<file path="config.mk">
export PLATFORM = sky130hd
export DESIGN_NAME = gcd_unit
export DESIGN_NICKNAME = d
export VERILOG_FILES = /design/src/rtl/gcd_pkg.sv /design/src/rtl/gcd_dp.sv /design/src/rtl/gcd_unit.sv
export SDC_FILE = /design/constraint.sdc
export NUM_CORES = 1
export LEC_CHECK = 0
export BUFFER_PORTS_ARGS = -buffer_cell sky130_fd_sc_hd__buf_4
export CAP_MARGIN = 20
export CORE_MARGIN = 1.5
export CORE_UTILIZATION = 51
export DETAILED_ROUTE_END_ITERATION = 7
export PLACE_DENSITY = 0.72
export SLEW_MARGIN = 40
export SYNTH_ARGS = -nofsm -noshare
export SYNTH_HDL_FRONTEND = slang
export SYNTH_SLANG_ARGS = --single-unit
</file>
<file path="constraint.sdc">
create_clock -name clk -period 4.7 [get_ports clk]
set_input_delay 0.94 -clock clk [delete_from_list [all_inputs] [get_ports clk]]
set_output_delay 0.94 -clock clk [all_outputs]
set_load 0.05 [all_outputs]
</file>
<file path="src/rtl/gcd_pkg.sv">
// Shared definitions for the GCD unit: FSM state type and its encoding width.
package gcd_pkg;

   // Width of the FSM state encoding.
   localparam int STATE_W = 2;

   // Three-state control: waiting for operands, iterating, holding a result.
   typedef enum logic [STATE_W-1:0] {
      IDLE = 2'd0,
      CALC = 2'd1,
      DONE = 2'd2
   } gcd_state_t;

endpackage

</file>
<file path="src/rtl/gcd_dp.sv">
// GCD datapath: X/Y operand registers, load muxes, comparator and the two
// subtractors. Each step subtracts the smaller operand from the larger one, so
// the difference can never wrap.
module gcd_dp
   import gcd_pkg::*;
#(
   parameter int WIDTH = 16
) (
   input  logic             clk,
   input  logic             rst,
   input  logic             i_load,
   input  logic             i_step,
   input  logic [WIDTH-1:0] i_x,
   input  logic [WIDTH-1:0] i_y,
   output logic             o_finish,
   output logic [WIDTH-1:0] o_result
);

   logic [WIDTH-1:0] r_x;
   logic [WIDTH-1:0] r_y;
   logic             w_x_zero;
   logic             w_y_zero;
   logic             w_equal;
   logic             w_x_lt_y;
   logic [WIDTH-1:0] w_x_minus_y;
   logic [WIDTH-1:0] w_y_minus_x;

   assign w_x_zero    = (r_x == {WIDTH{1'b0}});
   assign w_y_zero    = (r_y == {WIDTH{1'b0}});
   assign w_equal     = (r_x == r_y);
   assign w_x_lt_y    = (r_x < r_y);
   assign w_x_minus_y = r_x - r_y;
   assign w_y_minus_x = r_y - r_x;

   // A zero operand or equal operands end the iteration; the result is the
   // non-zero operand (or Y when X is zero, which also covers gcd(0,0)=0).
   assign o_finish = w_x_zero | w_y_zero | w_equal;
   assign o_result = w_x_zero ? r_y : r_x;

   // Operand registers: load a new pair, or take one subtraction step.
   always_ff @(posedge clk) begin
      if (!rst) begin
         r_x <= {WIDTH{1'b0}};
         r_y <= {WIDTH{1'b0}};
      end else if (i_load) begin
         r_x <= i_x;
         r_y <= i_y;
      end else if (i_step && !o_finish) begin
         if (w_x_lt_y) begin
            r_y <= w_y_minus_x;
         end else begin
            r_x <= w_x_minus_y;
         end
      end
   end

endmodule

</file>
<file path="src/rtl/gcd_unit.sv">
// GCD unit top: ready/valid handshake and IDLE/CALC/DONE control around the
// gcd_dp datapath. Optional build macro GCD_UNIT_CYCLE_COUNT_EN adds the
// 'cycles' output reporting CALC cycles spent on the current/last result.
module gcd_unit
   import gcd_pkg::*;
#(
   parameter int WIDTH = 16
) (
   input  logic             clk,
   input  logic             rst,
   input  logic             in_valid,
   output logic             in_ready,
   input  logic [WIDTH-1:0] x_in,
   input  logic [WIDTH-1:0] y_in,
   output logic             out_valid,
   input  logic             out_ready,
   output logic [WIDTH-1:0] out_data
`ifdef GCD_UNIT_CYCLE_COUNT_EN
   ,
   output logic [WIDTH-1:0] cycles
`endif
);

   gcd_state_t       r_state;
   gcd_state_t       w_next;
   logic             w_load;
   logic             w_step;
   logic             w_capture;
   logic             w_finish;
   logic [WIDTH-1:0] w_result;
   logic             r_in_ready;
   logic             r_out_valid;
   logic [WIDTH-1:0] r_out_data;

   gcd_dp #(
      .WIDTH (WIDTH)
   ) u_dp (
      .clk      (clk),
      .rst      (rst),
      .i_load   (w_load),
      .i_step   (w_step),
      .i_x      (x_in),
      .i_y      (y_in),
      .o_finish (w_finish),
      .o_result (w_result)
   );

   // Next-state and datapath control decode.
   always_comb begin
      w_next    = r_state;
      w_load    = 1'b0;
      w_step    = 1'b0;
      w_capture = 1'b0;
      case (r_state)
         IDLE: begin
            if (in_valid) begin
               w_next = CALC;
               w_load = 1'b1;
            end else begin
               w_next = IDLE;
            end
         end
         CALC: begin
            w_step = 1'b1;
            if (w_finish) begin
               w_next    = DONE;
               w_capture = 1'b1;
            end else begin
               w_next = CALC;
            end
         end
         DONE: begin
            if (out_ready) begin
               w_next = IDLE;
            end else begin
               w_next = DONE;
            end
         end
         default: begin
            w_next = IDLE;
         end
      endcase
   end

   // State register with handshake flags registered from the next state and
   // the result captured on the finishing CALC step.
   always_ff @(posedge clk) begin
      if (!rst) begin
         r_state     <= IDLE;
         r_in_ready  <= 1'b1;
         r_out_valid <= 1'b0;
         r_out_data  <= {WIDTH{1'b0}};
      end else begin
         r_state     <= w_next;
         r_in_ready  <= (w_next == IDLE);
         r_out_valid <= (w_next == DONE);
         if (w_capture) begin
            r_out_data <= w_result;
         end
      end
   end

   assign in_ready  = r_in_ready;
   assign out_valid = r_out_valid;
   assign out_data  = r_out_data;

`ifdef GCD_UNIT_CYCLE_COUNT_EN
   localparam logic [WIDTH-1:0] CNT_ONE = {{(WIDTH-1){1'b0}}, 1'b1};

   logic [WIDTH-1:0] r_cycles;

   // CALC cycle counter: cleared on acceptance, saturates at all-ones.
   always_ff @(posedge clk) begin
      if (!rst) begin
         r_cycles <= {WIDTH{1'b0}};
      end else if (w_load) begin
         r_cycles <= {WIDTH{1'b0}};
      end else if ((r_state == CALC) && (r_cycles != {WIDTH{1'b1}})) begin
         r_cycles <= r_cycles + CNT_ONE;
      end
   end

   assign cycles = r_cycles;
`endif

endmodule

</file>
==> impl_results.html, run 1 <==
<table>
<tr><th>Metric</th><th>Value</th></tr>
<tr><th colspan="2">Worst setup path</th></tr>
<tr><td>Worst-case register-to-register setup slack</td><td>1570 ps</td></tr>
<tr><td>Worst flop-to-flop path endpoint</td><td>u_dp.r_y[3]$_SDFFE_PN0P_</td></tr>
<tr><td>Signal arrival time at the worst endpoint</td><td>3380 ps</td></tr>
<tr><td>Origin of the critical flop-to-flop path</td><td>u_dp.r_y[8]$_SDFFE_PN0P_</td></tr>
<tr><td>Kind of launch point of the worst setup path</td><td>register</td></tr>
<tr><td>Crit. End Element</td><td>register</td></tr>
<tr><td>Combined buffer and inverter count along the critical path</td><td>1</td></tr>
<tr><td>Critical path cell sequence</td><td>inv_1 &gt; ha_1 &gt; nand4_2 &gt; or4_1 &gt; nor4bb_4 &gt; and3_4 &gt; nor2_2 &gt; nand2_1 &gt; a21boi_0</td></tr>
<tr><td>Worst path top cell family by delay</td><td>simple AND/OR/NAND/NOR gates</td></tr>
<tr><td>Worst Reg-to-Reg Cells</td><td>9</td></tr>
<tr><td>Library cell contributing the largest single delay on the critical path</td><td>ha_1</td></tr>
<tr><td>Required time reported for the critical path endpoint</td><td>4960 ps</td></tr>
<tr><td>Crit Path Class</td><td>reg2reg</td></tr>
<tr><td>Highest net fanout along the worst path</td><td>21</td></tr>
<tr><td>CP peak stage delay</td><td>590 ps</td></tr>
<tr><th colspan="2">CTS</th></tr>
<tr><td>Buffer type at the clock tree root</td><td>clkbuf_8</td></tr>
<tr><td>Worst-Skew Late Latency</td><td>330 ps</td></tr>
<tr><td>Quantity of gates resized following cts</td><td>0</td></tr>
<tr><td>Largest buffer count on any clock path</td><td>2</td></tr>
<tr><td># H-tree levels</td><td>2</td></tr>
<tr><td>Number of buffers created by CTS</td><td>5</td></tr>
<tr><td># hold bufs at CTS</td><td>0</td></tr>
<tr><td>CTS tree</td><td>yes</td></tr>
<tr><td>Setup Buffers After CTS</td><td>0</td></tr>
<tr><td>Clock transition at the register clock pins on the worst setup and hold paths after CTS</td><td>110 ps</td></tr>
<tr><td>Number of sinks driven by the clock tree</td><td>52</td></tr>
<tr><th colspan="2">Logic synthesis</th></tr>
<tr><td>Yosys warning total</td><td>0</td></tr>
<tr><td>Average cell area after synthesis</td><td>7.84 sq um</td></tr>
<tr><td>Number of library cell types mapped by synthesis</td><td>66</td></tr>
<tr><td>Main synth FF type</td><td>dfxtp_1</td></tr>
<tr><td>Share of flip-flops with an asynchronous set or reset after synthesis</td><td>0</td></tr>
<tr><td>Total of flip-flops plus latches after synthesis</td><td>52</td></tr>
<tr><td>Netlist area before placement</td><td>3940 sq um</td></tr>
<tr><td>Number of enable flip-flop cells after synthesis</td><td>0</td></tr>
<tr><td>Cells after Synth</td><td>502</td></tr>
<tr><td>Sequential cell area fraction in the yosys report</td><td>0.264</td></tr>
<tr><td>Nets in the synthesized netlist</td><td>571</td></tr>
<tr><th colspan="2">Routing</th></tr>
<tr><td>Vias</td><td>3866</td></tr>
<tr><td>Initial DRC count</td><td>287</td></tr>
<tr><td>Met1 Routed Length</td><td>4590 um</td></tr>
<tr><td>Total Wirelength</td><td>10900 um</td></tr>
<tr><td>Detailed route wirelength on metal3</td><td>727 um</td></tr>
<tr><td>Top routing layer in use</td><td>met4</td></tr>
<tr><td>Detail-routed net length per standard cell</td><td>17.3 um</td></tr>
<tr><td>Detailed-routed wire length on met2</td><td>5290 um</td></tr>
<tr><td>DRT Pass-1 Iters</td><td>5</td></tr>
<tr><td>Antenna Violating Nets Remaining</td><td>0</td></tr>
<tr><td>Number of vias per cell</td><td>6.13</td></tr>
<tr><td>DRC violation count after routing</td><td>0</td></tr>
<tr><th colspan="2">GRT</th></tr>
<tr><td>All-layer global routing usage</td><td>0.272</td></tr>
<tr><td>Largest net degree at the start of global routing</td><td>68</td></tr>
<tr><td>Number of global-route vias before repair</td><td>3583</td></tr>
<tr><td>Residual overflow from global routing</td><td>0</td></tr>
<tr><td>First-pass GRT wire length</td><td>17900 um</td></tr>
<tr><td>Antenna violations before repair</td><td>0</td></tr>
<tr><th colspan="2">Floorplanning</th></tr>
<tr><td>Core box area</td><td>7370 sq um</td></tr>
<tr><td>Width of the die</td><td>90.9 um</td></tr>
<tr><td>Io pins</td><td>54</td></tr>
<tr><td>Area of the die</td><td>8250 sq um</td></tr>
<tr><td>Die Y-Extent</td><td>90.9 um</td></tr>
<tr><td>Initial core utilization</td><td>0.534</td></tr>
<tr><td>Row count</td><td>31</td></tr>
<tr><th colspan="2">STA</th></tr>
<tr><td>Worst relative slew slack</td><td>0.512</td></tr>
<tr><td>Pins over their slew limit</td><td>0</td></tr>
<tr><td>Sum Neg Setup Slack</td><td>0 ps</td></tr>
<tr><td>Minimum clock period</td><td>3130 ps</td></tr>
<tr><td>Number of hold-slack violations in the final timing report</td><td>0</td></tr>
<tr><td>Maximum clock skew at final layout</td><td>13.5 ps</td></tr>
<tr><td>Fraction of the cycle the final worst path needs</td><td>0.666</td></tr>
<tr><td>Measured slew at the worst slew-check pin</td><td>733 ps</td></tr>
<tr><td>Max frequency</td><td>320 MHz</td></tr>
<tr><td>Setup violation total in the final timing report</td><td>0</td></tr>
<tr><td>Setup repair after global routing missed its margin</td><td>no</td></tr>
<tr><th colspan="2">Cells and area</th></tr>
<tr><td>Fraction of layout instances using a drive strength above 1</td><td>0.143</td></tr>
<tr><td>Area delta synth-&gt;final</td><td>11.9%</td></tr>
<tr><td>Antenna Cells</td><td>0</td></tr>
<tr><td>Final-stage net count</td><td>600</td></tr>
<tr><td>Cell area after layout</td><td>4400 sq um</td></tr>
<tr><td>Filler cells</td><td>707</td></tr>
<tr><th colspan="2">Hold path</th></tr>
<tr><td>Sink of the worst hold path</td><td>out_data[8]$_SDFFE_PN0P_</td></tr>
<tr><td>Startpoint of the worst hold path</td><td>out_data[8]$_SDFFE_PN0P_</td></tr>
<tr><td>Worst min-delay path class</td><td>reg2reg</td></tr>
<tr><td>Hold Path Depth</td><td>1</td></tr>
<tr><th colspan="2">Place</th></tr>
<tr><td>Cell area after placement</td><td>4310 sq um</td></tr>
<tr><td>Port Buffers</td><td>53</td></tr>
<tr><td>Final weighted congestion of routability-driven global placement</td><td>0.959</td></tr>
<tr><td>DPL Wire Length</td><td>8040 um</td></tr>
<tr><th colspan="2">Run</th></tr>
<tr><td>Max Cap Violations</td><td>0</td></tr>
<tr><th colspan="2">Run status</th></tr>
<tr><td>Outcome</td><td>completed</td></tr>
</table>
[logic make-up (layout without fill, tap and decap cells)]
family / after synthesis / after routing / synth area share
muxes: 1 / 1 / 0.00254
buffers and inverters: 70 / 100 / 0.0791
AOI/OAI and AO/OA: 168 / 168 / 0.296
adders and majority gates: 33 / 33 / 0.109
and+or+nand+nor: 161 / 161 / 0.212
xor gates and xnor gates: 17 / 17 / 0.0378
DFF: 52 / 52 / 0.264
[how the worst max path moves through the flow]
stage | end | cells past startpoint | startpoint
detailed placement | u_dp.r_y[3]$_SDFFE_PN0P_ | 9 | u_dp.r_y[8]$_SDFFE_PN0P_
CTS | u_dp.r_y[3]$_SDFFE_PN0P_ | 9 | u_dp.r_y[8]$_SDFFE_PN0P_
global placement | out_data[5]$_SDFFE_PN0P_ | 9 | u_dp.r_y[8]$_SDFFE_PN0P_
global route | u_dp.r_x[14]$_SDFFE_PN0P_ | 10 | u_dp.r_y[8]$_SDFFE_PN0P_
finish | u_dp.r_y[3]$_SDFFE_PN0P_ | 9 | u_dp.r_y[8]$_SDFFE_PN0P_
floorplan | u_dp.r_y[10]$_SDFFE_PN0P_ | 11 | u_dp.r_y[11]$_SDFFE_PN0P_
[worst register-to-register path, stage by stage (launching register included)]
cell and delay (ps):
dfxtp_1 420, inv_1 100, ha_1 590, nand4_2 180, or4_1 570, nor4bb_4 180, and3_4 280, nor2_2 470
nand2_1 90, a21boi_0 200
[cells in the final DEF, fill, tap and decap left out, drive strengths merged, types with 2 or more instances in the layout]
cell type,n
o2111ai,2
a211o,2
a211oi,3
nand2,50
a31oi,4
a221oi,6
clkbuf,5
a41oi,2
buf,55
xnor2,9
o211ai,7
or4,2
o31ai,2
fa,2
and3,9
o211a,16
or2,2
nor2,30
nand4,6
a32oi,2
a21oi,44
dfxtp,52
and2,2
nand2b,6
o311ai,2
a21boi,13
ha,31
nor2b,6
o21ai,30
o21bai,3
nand3,18
nor3b,2
inv,38
or3,2
o21a,5
nor3,11
a21o,5
xor2,8
a22oi,11
nor4,10
[cell type report]
class                           count  area (sq um)  area share
Clock inverter                      3          27.5     0.00625
Clock buffer                        5          68.8      0.0156
Timing Repair Buffer               55           413      0.0938
Multi-Input combinational cell    380          2590       0.588
Inverter                           37           139      0.0315
Sequential cell                    52          1040       0.236
Tap cell                           99           124      0.0281
[cells in the mapped netlist, types with 3 or more instances]
library cell / number / share of area
a21boi_0: 12 / 0.023
o211a_1: 16 / 0.041
nand4_1: 5 / 0.0079
a211oi_1: 3 / 0.0057
ha_1: 31 / 0.099
o211ai_1: 7 / 0.013
a22oi_1: 11 / 0.021
xnor2_1: 9 / 0.020
nor2_1: 28 / 0.027
xor2_1: 8 / 0.018
o21bai_1: 3 / 0.0057
buf_4: 3 / 0.0057
o21ai_0: 30 / 0.038
dfxtp_1: 52 / 0.26
and3_1: 8 / 0.013
a31oi_1: 4 / 0.0064
clkbuf_1: 13 / 0.012
nand3_1: 18 / 0.023
nand2b_1: 6 / 0.0095
buf_2: 11 / 0.014
a221oi_1: 4 / 0.0089
nor2b_1: 6 / 0.0095
nor3_1: 11 / 0.014
o21a_1: 5 / 0.0095
a21o_1: 5 / 0.0095
a21oi_1: 44 / 0.056
inv_1: 37 / 0.035
nand2_1: 49 / 0.047
nor4_1: 10 / 0.016
buf_6: 3 / 0.0086
[flip-flops by register name, indices dropped and copies added, names as in the netlist]
| register | cells |
|---|---|
| u_dp.r_y | 16 |
| out_data | 16 |
| r_state | 2 |
| u_dp.r_x | 16 |
| in_ready | 1 |
| out_valid | 1 |
[per-stage QoR]
| stage | util | hold WS, ps | setup slack [ps] | cells |
|---|---|---|---|---|
| after floorplan | - | 482 | 2250 | 502 |
| after CTS | 0.598 | 514 | 1620 | 631 |
| after detailed placement | 0.585 | 490 | 1630 | 623 |
| after global placement | 0.584 | 483 | 1490 | 623 |
| after global routing | 0.598 | 536 | 1370 | 631 |
| final | 0.598 | 510 | 1570 | 631 |
[metal layers]
metal / vias up / GRT usage
li1: 1876 / -
met1: 1797 / 0.345
met2: 166 / 0.457
met3: 27 / 0.0513
met4: 0 / 0.0964
met5: - / 0
Power of run 1 is not shown: default switching activity piles up to over one toggle a cycle in this logic, so the estimate is an artifact.
==> run 2, diff against run 1 <==
- clock period: 4.7 -> 3 ns (I/O delays scaled with it)
==> run 2 against run 1 <==
  * Die area stayed put
  * Non-clock buffer count is 23 higher
  * First-iteration DRC count is 18% lower
==> impl_results.html, run 2 (same netlist as run 1, synthesis figures left out) <==
<table>
<tr><th>Metric</th><th>Value</th></tr>
<tr><th colspan="2">STA</th></tr>
<tr><td>Setup repair after global routing missed its margin</td><td>no</td></tr>
<tr><td>Minimum clock period</td><td>2780 ps</td></tr>
<tr><td>Number of hold-slack violations in the final timing report</td><td>0</td></tr>
<tr><td>Maximum clock skew at final layout</td><td>15.1 ps</td></tr>
<tr><td>Sum Neg Setup Slack</td><td>0 ps</td></tr>
<tr><td>Setup violation total in the final timing report</td><td>0</td></tr>
<tr><td>Worst relative slew slack</td><td>0.558</td></tr>
<tr><td>Measured slew at the worst slew-check pin</td><td>663 ps</td></tr>
<tr><td>Fraction of the cycle the final worst path needs</td><td>0.927</td></tr>
<tr><td>Final critical-path setup slack</td><td>220 ps</td></tr>
<tr><td>Pins over their slew limit</td><td>0</td></tr>
<tr><td>Final hold slack</td><td>500 ps</td></tr>
<tr><td>Max frequency</td><td>360 MHz</td></tr>
<tr><th colspan="2">Routing</th></tr>
<tr><td>Initial DRC count</td><td>234</td></tr>
<tr><td>DRC violation count after routing</td><td>0</td></tr>
<tr><td>Antenna Violating Nets Remaining</td><td>0</td></tr>
<tr><td>Detail-routed net length per standard cell</td><td>17.5 um</td></tr>
<tr><td>Total Wirelength</td><td>11500 um</td></tr>
<tr><td>Number of vias per cell</td><td>6.04</td></tr>
<tr><td>DRT Pass-1 Iters</td><td>5</td></tr>
<tr><td>Vias</td><td>3950</td></tr>
<tr><th colspan="2">Hold path</th></tr>
<tr><td>Sink of the worst hold path</td><td>u_dp.r_x[0]$_SDFFE_PN0P_</td></tr>
<tr><td>Hold Path Depth</td><td>3</td></tr>
<tr><td>Startpoint of the worst hold path</td><td>x_in[0]</td></tr>
<tr><td>Worst min-delay path class</td><td>in2reg</td></tr>
<tr><th colspan="2">Place</th></tr>
<tr><td>Number of placed instances, taps included</td><td>646</td></tr>
<tr><td>Pre-CTS setup slack</td><td>249 ps</td></tr>
<tr><td>Final weighted congestion of routability-driven global placement</td><td>0.965</td></tr>
<tr><td>Port Buffers</td><td>53</td></tr>
<tr><td>DPL Wire Length</td><td>8770 um</td></tr>
<tr><th colspan="2">CTS</th></tr>
<tr><td>CTS tree</td><td>yes</td></tr>
<tr><td>Number of sinks driven by the clock tree</td><td>52</td></tr>
<tr><td># H-tree levels</td><td>2</td></tr>
<tr><td>Largest buffer count on any clock path</td><td>2</td></tr>
<tr><td>Buffer type at the clock tree root</td><td>clkbuf_8</td></tr>
<tr><td># hold bufs at CTS</td><td>0</td></tr>
<tr><td>Clock transition at the register clock pins on the worst setup and hold paths after CTS</td><td>100 ps</td></tr>
<tr><td>Setup Buffers After CTS</td><td>0</td></tr>
<tr><td>Quantity of gates resized following cts</td><td>0</td></tr>
<tr><td>Number of buffers created by CTS</td><td>5</td></tr>
<tr><td>Worst-Skew Late Latency</td><td>320 ps</td></tr>
<tr><th colspan="2">Worst setup path</th></tr>
<tr><td>Signal arrival time at the worst endpoint</td><td>2990 ps</td></tr>
<tr><td>Worst flop-to-flop path endpoint</td><td>u_dp.r_x[13]$_SDFFE_PN0P_</td></tr>
<tr><td>Crit Path Class</td><td>reg2reg</td></tr>
<tr><td>Required time reported for the critical path endpoint</td><td>3210 ps</td></tr>
<tr><td>Origin of the critical flop-to-flop path</td><td>u_dp.r_y[13]$_SDFFE_PN0P_</td></tr>
<tr><td>Combined buffer and inverter count along the critical path</td><td>2</td></tr>
<tr><td>Highest net fanout along the worst path</td><td>16</td></tr>
<tr><td>Kind of launch point of the worst setup path</td><td>register</td></tr>
<tr><td>Crit. End Element</td><td>register</td></tr>
<tr><td>Worst Reg-to-Reg Cells</td><td>10</td></tr>
<tr><td>CP peak stage delay</td><td>530 ps</td></tr>
<tr><td>Library cell contributing the largest single delay on the critical path</td><td>or4_1</td></tr>
<tr><td>Worst path top cell family by delay</td><td>simple AND/OR/NAND/NOR gates</td></tr>
<tr><td>Critical path cell sequence</td><td>inv_1 &gt; ha_1 &gt; nand4_1 &gt; or4_1 &gt; nor4bb_4 &gt; a21boi_2 &gt; buf_4 &gt; or3_1 &gt; o211ai_1 &gt; a21oi_1</td></tr>
<tr><td>Critical path depth</td><td>10</td></tr>
<tr><td>Worst-case register-to-register setup slack</td><td>220 ps</td></tr>
<tr><th colspan="2">Cells and area</th></tr>
<tr><td>Leading cell type in the layout, fill and taps excluded</td><td>buf_4</td></tr>
<tr><td>Final-stage net count</td><td>623</td></tr>
<tr><td>Fraction of layout instances using a drive strength above 1</td><td>0.178</td></tr>
<tr><td>Post-layout instance count excluding filler cells</td><td>654</td></tr>
<tr><td>Top library cells by usage in the layout, fill and taps aside</td><td>78 x buf_4, 52 x dfxtp_1, 49 x nand2_1</td></tr>
<tr><td>Area delta synth-&gt;final</td><td>16.0%</td></tr>
<tr><td>Filler cells</td><td>735</td></tr>
<tr><td>Antenna Cells</td><td>0</td></tr>
<tr><th colspan="2">Run</th></tr>
<tr><td>Max Cap Violations</td><td>0</td></tr>
<tr><th colspan="2">Floorplanning</th></tr>
<tr><td>Row count</td><td>31</td></tr>
<tr><td>Core box area</td><td>7370 sq um</td></tr>
<tr><td>Width of the die</td><td>90.9 um</td></tr>
<tr><td>Io pins</td><td>54</td></tr>
<tr><td>Initial core utilization</td><td>0.534</td></tr>
<tr><td>Area of the die</td><td>8250 sq um</td></tr>
<tr><td>Die Y-Extent</td><td>90.9 um</td></tr>
<tr><th colspan="2">GRT</th></tr>
<tr><td>Residual overflow from global routing</td><td>0</td></tr>
<tr><td>First-pass GRT wire length</td><td>18700 um</td></tr>
<tr><td>All-layer global routing usage</td><td>0.282</td></tr>
<tr><td>Antenna violations before repair</td><td>0</td></tr>
<tr><td>Number of global-route vias before repair</td><td>3800</td></tr>
<tr><td>Largest net degree at the start of global routing</td><td>68</td></tr>
<tr><th colspan="2">Run status</th></tr>
<tr><td>Outcome</td><td>completed</td></tr>
</table>
-- run 2: worst max path at each step --
stage	startpoint	endpoint	slack [ps]
global placement	u_dp.r_y[5]$_SDFFE_PN0P_	u_dp.r_y[10]$_SDFFE_PN0P_	310
CTS	u_dp.r_y[5]$_SDFFE_PN0P_	u_dp.r_y[10]$_SDFFE_PN0P_	240
floorplan	u_dp.r_y[11]$_SDFFE_PN0P_	u_dp.r_y[10]$_SDFFE_PN0P_	550
global route	u_dp.r_y[13]$_SDFFE_PN0P_	u_dp.r_x[13]$_SDFFE_PN0P_	40
finish	u_dp.r_y[13]$_SDFFE_PN0P_	u_dp.r_x[13]$_SDFFE_PN0P_	220
detailed placement	u_dp.r_y[13]$_SDFFE_PN0P_	u_dp.r_x[13]$_SDFFE_PN0P_	250
-- run 2: area by class of cell --
class,count,area [sq um],area share
Multi-Input combinational cell,380,2590,0.566
Tap cell,99,124,0.0271
Timing Repair Buffer,78,586,0.128
Inverter,37,139,0.0304
Clock buffer,5,68.8,0.0151
Clock inverter,3,22.5,0.00493
Sequential cell,52,1040,0.228
-- run 2: through the flow --
| step | instance area [sq um] | utilization |
|---|---|---|
| final | 4570 | 0.620 |
| after global routing | 4570 | 0.620 |
| after CTS | 4570 | 0.620 |
| after detailed placement | 4480 | 0.607 |
| after global placement | 4480 | 0.607 |
| after floorplan | 3940 | - |
-- run 2: routing by layer --
layer  GRT usage  part of all wire  vias to the layer above
li1            -                 -                     1919
met1       0.356              0.44                     1862
met2       0.497              0.48                      144
met3      0.0295             0.053                       25
met4      0.0951             0.030                        0
met5           0                 0                        -
-- run 2: worst register-to-register path: stages, from the launching register on --
cell and delay, ps:
dfxtp_1 410, inv_1 80, ha_1 460, nand4_1 150, or4_1 540, nor4bb_4 180
a21boi_2 160, buf_4 210, or3_1 330, o211ai_1 110, a21oi_1 60
Power of run 2 is left out for the same reason.
==> run 3, diff against run 2 <==
- ABC_AREA: unset -> 1
- PLACE_DENSITY: 0.72 -> 0.71
==> run 3 against run 2 <==
  * Area after synthesis is 16% higher
  * Via count grew 22%
  * Final cell count grew 37%
  * Critical path type unchanged
  * Critical endpoint unchanged
  * Global-route usage is 1.9 points higher
  * Worst setup slack improved by 250 ps
  * Count of clock-buffer cells in the layout grew 1
==> impl_results.html, run 3 <==
<table>
<tr><th>Metric</th><th>Value</th></tr>
<tr><th colspan="2">Cells and area</th></tr>
<tr><td>Fraction of layout instances using a drive strength above 1</td><td>0.178</td></tr>
<tr><td>Filler cells</td><td>903</td></tr>
<tr><td>Final-stage net count</td><td>856</td></tr>
<tr><td>Antenna Cells</td><td>0</td></tr>
<tr><td>Top library cells by usage in the layout, fill and taps aside</td><td>232 x nand2_1, 106 x inv_1, 72 x nand3_1</td></tr>
<tr><td>Post-layout instance count excluding filler cells</td><td>896</td></tr>
<tr><td>Cell area after layout</td><td>5080 sq um</td></tr>
<tr><td>Area delta synth-&gt;final</td><td>11.7%</td></tr>
<tr><td>Leading cell type in the layout, fill and taps excluded</td><td>nand2_1</td></tr>
<tr><th colspan="2">GRT</th></tr>
<tr><td>Residual overflow from global routing</td><td>0</td></tr>
<tr><td>Antenna violations before repair</td><td>0</td></tr>
<tr><td>Number of global-route vias before repair</td><td>4552</td></tr>
<tr><td>All-layer global routing usage</td><td>0.301</td></tr>
<tr><td>Largest net degree at the start of global routing</td><td>34</td></tr>
<tr><td>First-pass GRT wire length</td><td>22800 um</td></tr>
<tr><th colspan="2">Logic synthesis</th></tr>
<tr><td>Cells after Synth</td><td>741</td></tr>
<tr><td>Main synth FF type</td><td>dfxtp_1</td></tr>
<tr><td>Most frequent cell after synthesis</td><td>nand2_1</td></tr>
<tr><td>Number of library cell types mapped by synthesis</td><td>34</td></tr>
<tr><td>Share of flip-flops with an asynchronous set or reset after synthesis</td><td>0</td></tr>
<tr><td>Synth top cells by count</td><td>232 x nand2_1, 106 x inv_1, 72 x nand3_1</td></tr>
<tr><td>Share of the synthesized area in the top cell type</td><td>0.229</td></tr>
<tr><td>Netlist area before placement</td><td>4550 sq um</td></tr>
<tr><td>Yosys warning total</td><td>0</td></tr>
<tr><td>Synth top area cells</td><td>dfxtp_1 23%, nand2_1 19%, inv_1 8.7%</td></tr>
<tr><td>Sequential cell area fraction in the yosys report</td><td>0.229</td></tr>
<tr><td>Largest area contributor in the netlist</td><td>dfxtp_1</td></tr>
<tr><td>Average cell area after synthesis</td><td>6.14 sq um</td></tr>
<tr><td>Nets in the synthesized netlist</td><td>810</td></tr>
<tr><td>Total of flip-flops plus latches after synthesis</td><td>52</td></tr>
<tr><td>Number of enable flip-flop cells after synthesis</td><td>0</td></tr>
<tr><th colspan="2">CTS</th></tr>
<tr><td># H-tree levels</td><td>2</td></tr>
<tr><td>Buffer type at the clock tree root</td><td>clkbuf_8</td></tr>
<tr><td>Number of sinks driven by the clock tree</td><td>52</td></tr>
<tr><td>Worst-Skew Late Latency</td><td>320 ps</td></tr>
<tr><td>Setup Buffers After CTS</td><td>0</td></tr>
<tr><td>Quantity of gates resized following cts</td><td>0</td></tr>
<tr><td>Number of buffers created by CTS</td><td>5</td></tr>
<tr><td>CTS tree</td><td>yes</td></tr>
<tr><td>Clock transition at the register clock pins on the worst setup and hold paths after CTS</td><td>110 ps</td></tr>
<tr><td>Largest buffer count on any clock path</td><td>2</td></tr>
<tr><td># hold bufs at CTS</td><td>0</td></tr>
<tr><th colspan="2">Worst setup path</th></tr>
<tr><td>Crit Path Class</td><td>reg2reg</td></tr>
<tr><td>Combined buffer and inverter count along the critical path</td><td>2</td></tr>
<tr><td>Signal arrival time at the worst endpoint</td><td>2750 ps</td></tr>
<tr><td>Library cell contributing the largest single delay on the critical path</td><td>fa_1</td></tr>
<tr><td>Crit. End Element</td><td>register</td></tr>
<tr><td>Kind of launch point of the worst setup path</td><td>register</td></tr>
<tr><td>Origin of the critical flop-to-flop path</td><td>u_dp.r_x[0]$_SDFFE_PN0P_</td></tr>
<tr><td>Required time reported for the critical path endpoint</td><td>3220 ps</td></tr>
<tr><td>Critical path cell sequence</td><td>inv_1 &gt; ha_1 &gt; fa_1 &gt; inv_1 &gt; nand3_1 &gt; nand2_2 &gt; nand2_2 &gt; nand2_4 &gt; nand2_2 &gt; nand2_4 &gt; nand2_4 &gt; nand2_4 &gt; nand2_1 &gt; nor2_1 &gt; nor2_1</td></tr>
<tr><td>CP peak stage delay</td><td>440 ps</td></tr>
<tr><td>Worst Reg-to-Reg Cells</td><td>15</td></tr>
<tr><td>Cell with the most instances on the worst path</td><td>nand2_4</td></tr>
<tr><td>Worst path top cell family by delay</td><td>simple AND/OR/NAND/NOR gates</td></tr>
<tr><td>Highest net fanout along the worst path</td><td>15</td></tr>
<tr><td>Worst flop-to-flop path endpoint</td><td>u_dp.r_x[13]$_SDFFE_PN0P_</td></tr>
<tr><td>Source of the critical timing path</td><td>u_dp.r_x[0]$_SDFFE_PN0P_</td></tr>
<tr><td>Critical path depth</td><td>15</td></tr>
<tr><td>Worst-case register-to-register setup slack</td><td>470 ps</td></tr>
<tr><td>End point of the critical path</td><td>u_dp.r_x[13]$_SDFFE_PN0P_</td></tr>
<tr><th colspan="2">Place</th></tr>
<tr><td>Port Buffers</td><td>53</td></tr>
<tr><td>Final weighted congestion of routability-driven global placement</td><td>1.00</td></tr>
<tr><td>Cell area after placement</td><td>4990 sq um</td></tr>
<tr><td>DPL Wire Length</td><td>11100 um</td></tr>
<tr><td>Number of placed instances, taps included</td><td>888</td></tr>
<tr><th colspan="2">Floorplanning</th></tr>
<tr><td>Width of the die</td><td>97.5 um</td></tr>
<tr><td>Row count</td><td>34</td></tr>
<tr><td>Area of the die</td><td>9500 sq um</td></tr>
<tr><td>Die Y-Extent</td><td>97.5 um</td></tr>
<tr><td>Io pins</td><td>54</td></tr>
<tr><td>Initial core utilization</td><td>0.525</td></tr>
<tr><td>Core box area</td><td>8680 sq um</td></tr>
<tr><th colspan="2">STA</th></tr>
<tr><td>Number of hold-slack violations in the final timing report</td><td>0</td></tr>
<tr><td>Setup violation total in the final timing report</td><td>0</td></tr>
<tr><td>Final hold slack</td><td>519 ps</td></tr>
<tr><td>Maximum clock skew at final layout</td><td>8.46 ps</td></tr>
<tr><td>Measured slew at the worst slew-check pin</td><td>629 ps</td></tr>
<tr><td>Pins over their slew limit</td><td>0</td></tr>
<tr><td>Max frequency</td><td>396 MHz</td></tr>
<tr><td>Worst relative slew slack</td><td>0.580</td></tr>
<tr><td>Sum Neg Setup Slack</td><td>0 ps</td></tr>
<tr><td>Fraction of the cycle the final worst path needs</td><td>0.842</td></tr>
<tr><td>Minimum clock period</td><td>2530 ps</td></tr>
<tr><td>Setup repair after global routing missed its margin</td><td>no</td></tr>
<tr><th colspan="2">Hold path</th></tr>
<tr><td>Worst min-delay path class</td><td>reg2reg</td></tr>
<tr><th colspan="2">Routing</th></tr>
<tr><td>Antenna Violating Nets Remaining</td><td>0</td></tr>
<tr><td>Total Wirelength</td><td>14100 um</td></tr>
<tr><td>DRT Pass-1 Iters</td><td>5</td></tr>
<tr><td>Vias</td><td>4802</td></tr>
<tr><td>Detail-routed net length per standard cell</td><td>15.7 um</td></tr>
<tr><td>DRC violation count after routing</td><td>0</td></tr>
<tr><td>Number of vias per cell</td><td>5.36</td></tr>
<tr><td>Initial DRC count</td><td>323</td></tr>
<tr><th colspan="2">Run status</th></tr>
<tr><td>Outcome</td><td>completed</td></tr>
<tr><th colspan="2">Run</th></tr>
<tr><td>Max Cap Violations</td><td>0</td></tr>
</table>
==> run 3: changes by cell type in the layout (fill, tap and decap cells not counted), moves of 22 or more <==
cell | previous run | this run
nor2_1 | 27 | 61
inv_1 | 37 | 106
nand2_2 | 0 | 25
nand3_1 | 18 | 72
nand2_1 | 49 | 232
a21oi_1 | 44 | 22
==> run 3: kinds of logic after synthesis <==
logic type | count (synthesis) | share of synthesized area
compound gates | 85 | 0.111
simple gates | 429 | 0.427
fa+ha+maj | 33 | 0.0940
buf+inv | 135 | 0.127
flops | 52 | 0.229
xor+xnor | 7 | 0.0135
==> run 3: worst register-to-register path, cell delays in order, from the launching register on <==
cell and delay (ps):
dfxtp_1 410, inv_1 100, ha_1 230, fa_1 440, inv_1 120, nand3_1 90
nand2_2 120, nand2_2 70, nand2_4 90, nand2_2 70, nand2_4 90, nand2_4 120
nand2_4 260, nand2_1 90, nor2_1 110, nor2_1 40
==> run 3: how the worst min path moves through the flow <==
stage                              from                       end  slack, ps  depth (start not counted)
2_1_floorplan  u_dp.r_x[3]$_SDFFE_PN0P_  u_dp.r_x[3]$_SDFFE_PN0P_        480                          2
5_1_grt        u_dp.r_x[4]$_SDFFE_PN0P_  u_dp.r_x[4]$_SDFFE_PN0P_        540                          2
3_3_place_gp   u_dp.r_x[4]$_SDFFE_PN0P_  u_dp.r_x[4]$_SDFFE_PN0P_        490                          2
3_5_place_dp   u_dp.r_x[4]$_SDFFE_PN0P_  u_dp.r_x[4]$_SDFFE_PN0P_        500                          2
4_1_cts        u_dp.r_x[4]$_SDFFE_PN0P_  u_dp.r_x[4]$_SDFFE_PN0P_        520                          2
6_report       u_dp.r_x[4]$_SDFFE_PN0P_  u_dp.r_x[4]$_SDFFE_PN0P_        520                          2
==> run 3: cell type report <==
type,instances,area (sq um),area share
Multi-Input combinational cell,554,2930,0.577
Sequential cell,52,1040,0.205
Timing Repair Buffer,61,458,0.0901
Inverter,113,425,0.0837
Tap cell,108,135,0.0266
Clock buffer,6,72.6,0.0143
Clock inverter,2,17.5,0.00345
==> run 3: per-stage QoR <==
stage	utilization	setup slack, ps
finish	0.586	474
global route	0.586	308
CTS	0.586	483
detailed placement	0.575	528
global placement	0.575	550
floorplan	-	990
==> run 3: layer usage <==
metal	GRT usage	part of all wire	vias to the layer above
met2	0.443	0.42	214
met3	0.0475	0.082	24
met1	0.452	0.48	2149
met5	0	0	-
met4	0.0813	0.020	0
li1	-	-	2415
Power of run 3 is left out for the same reason.
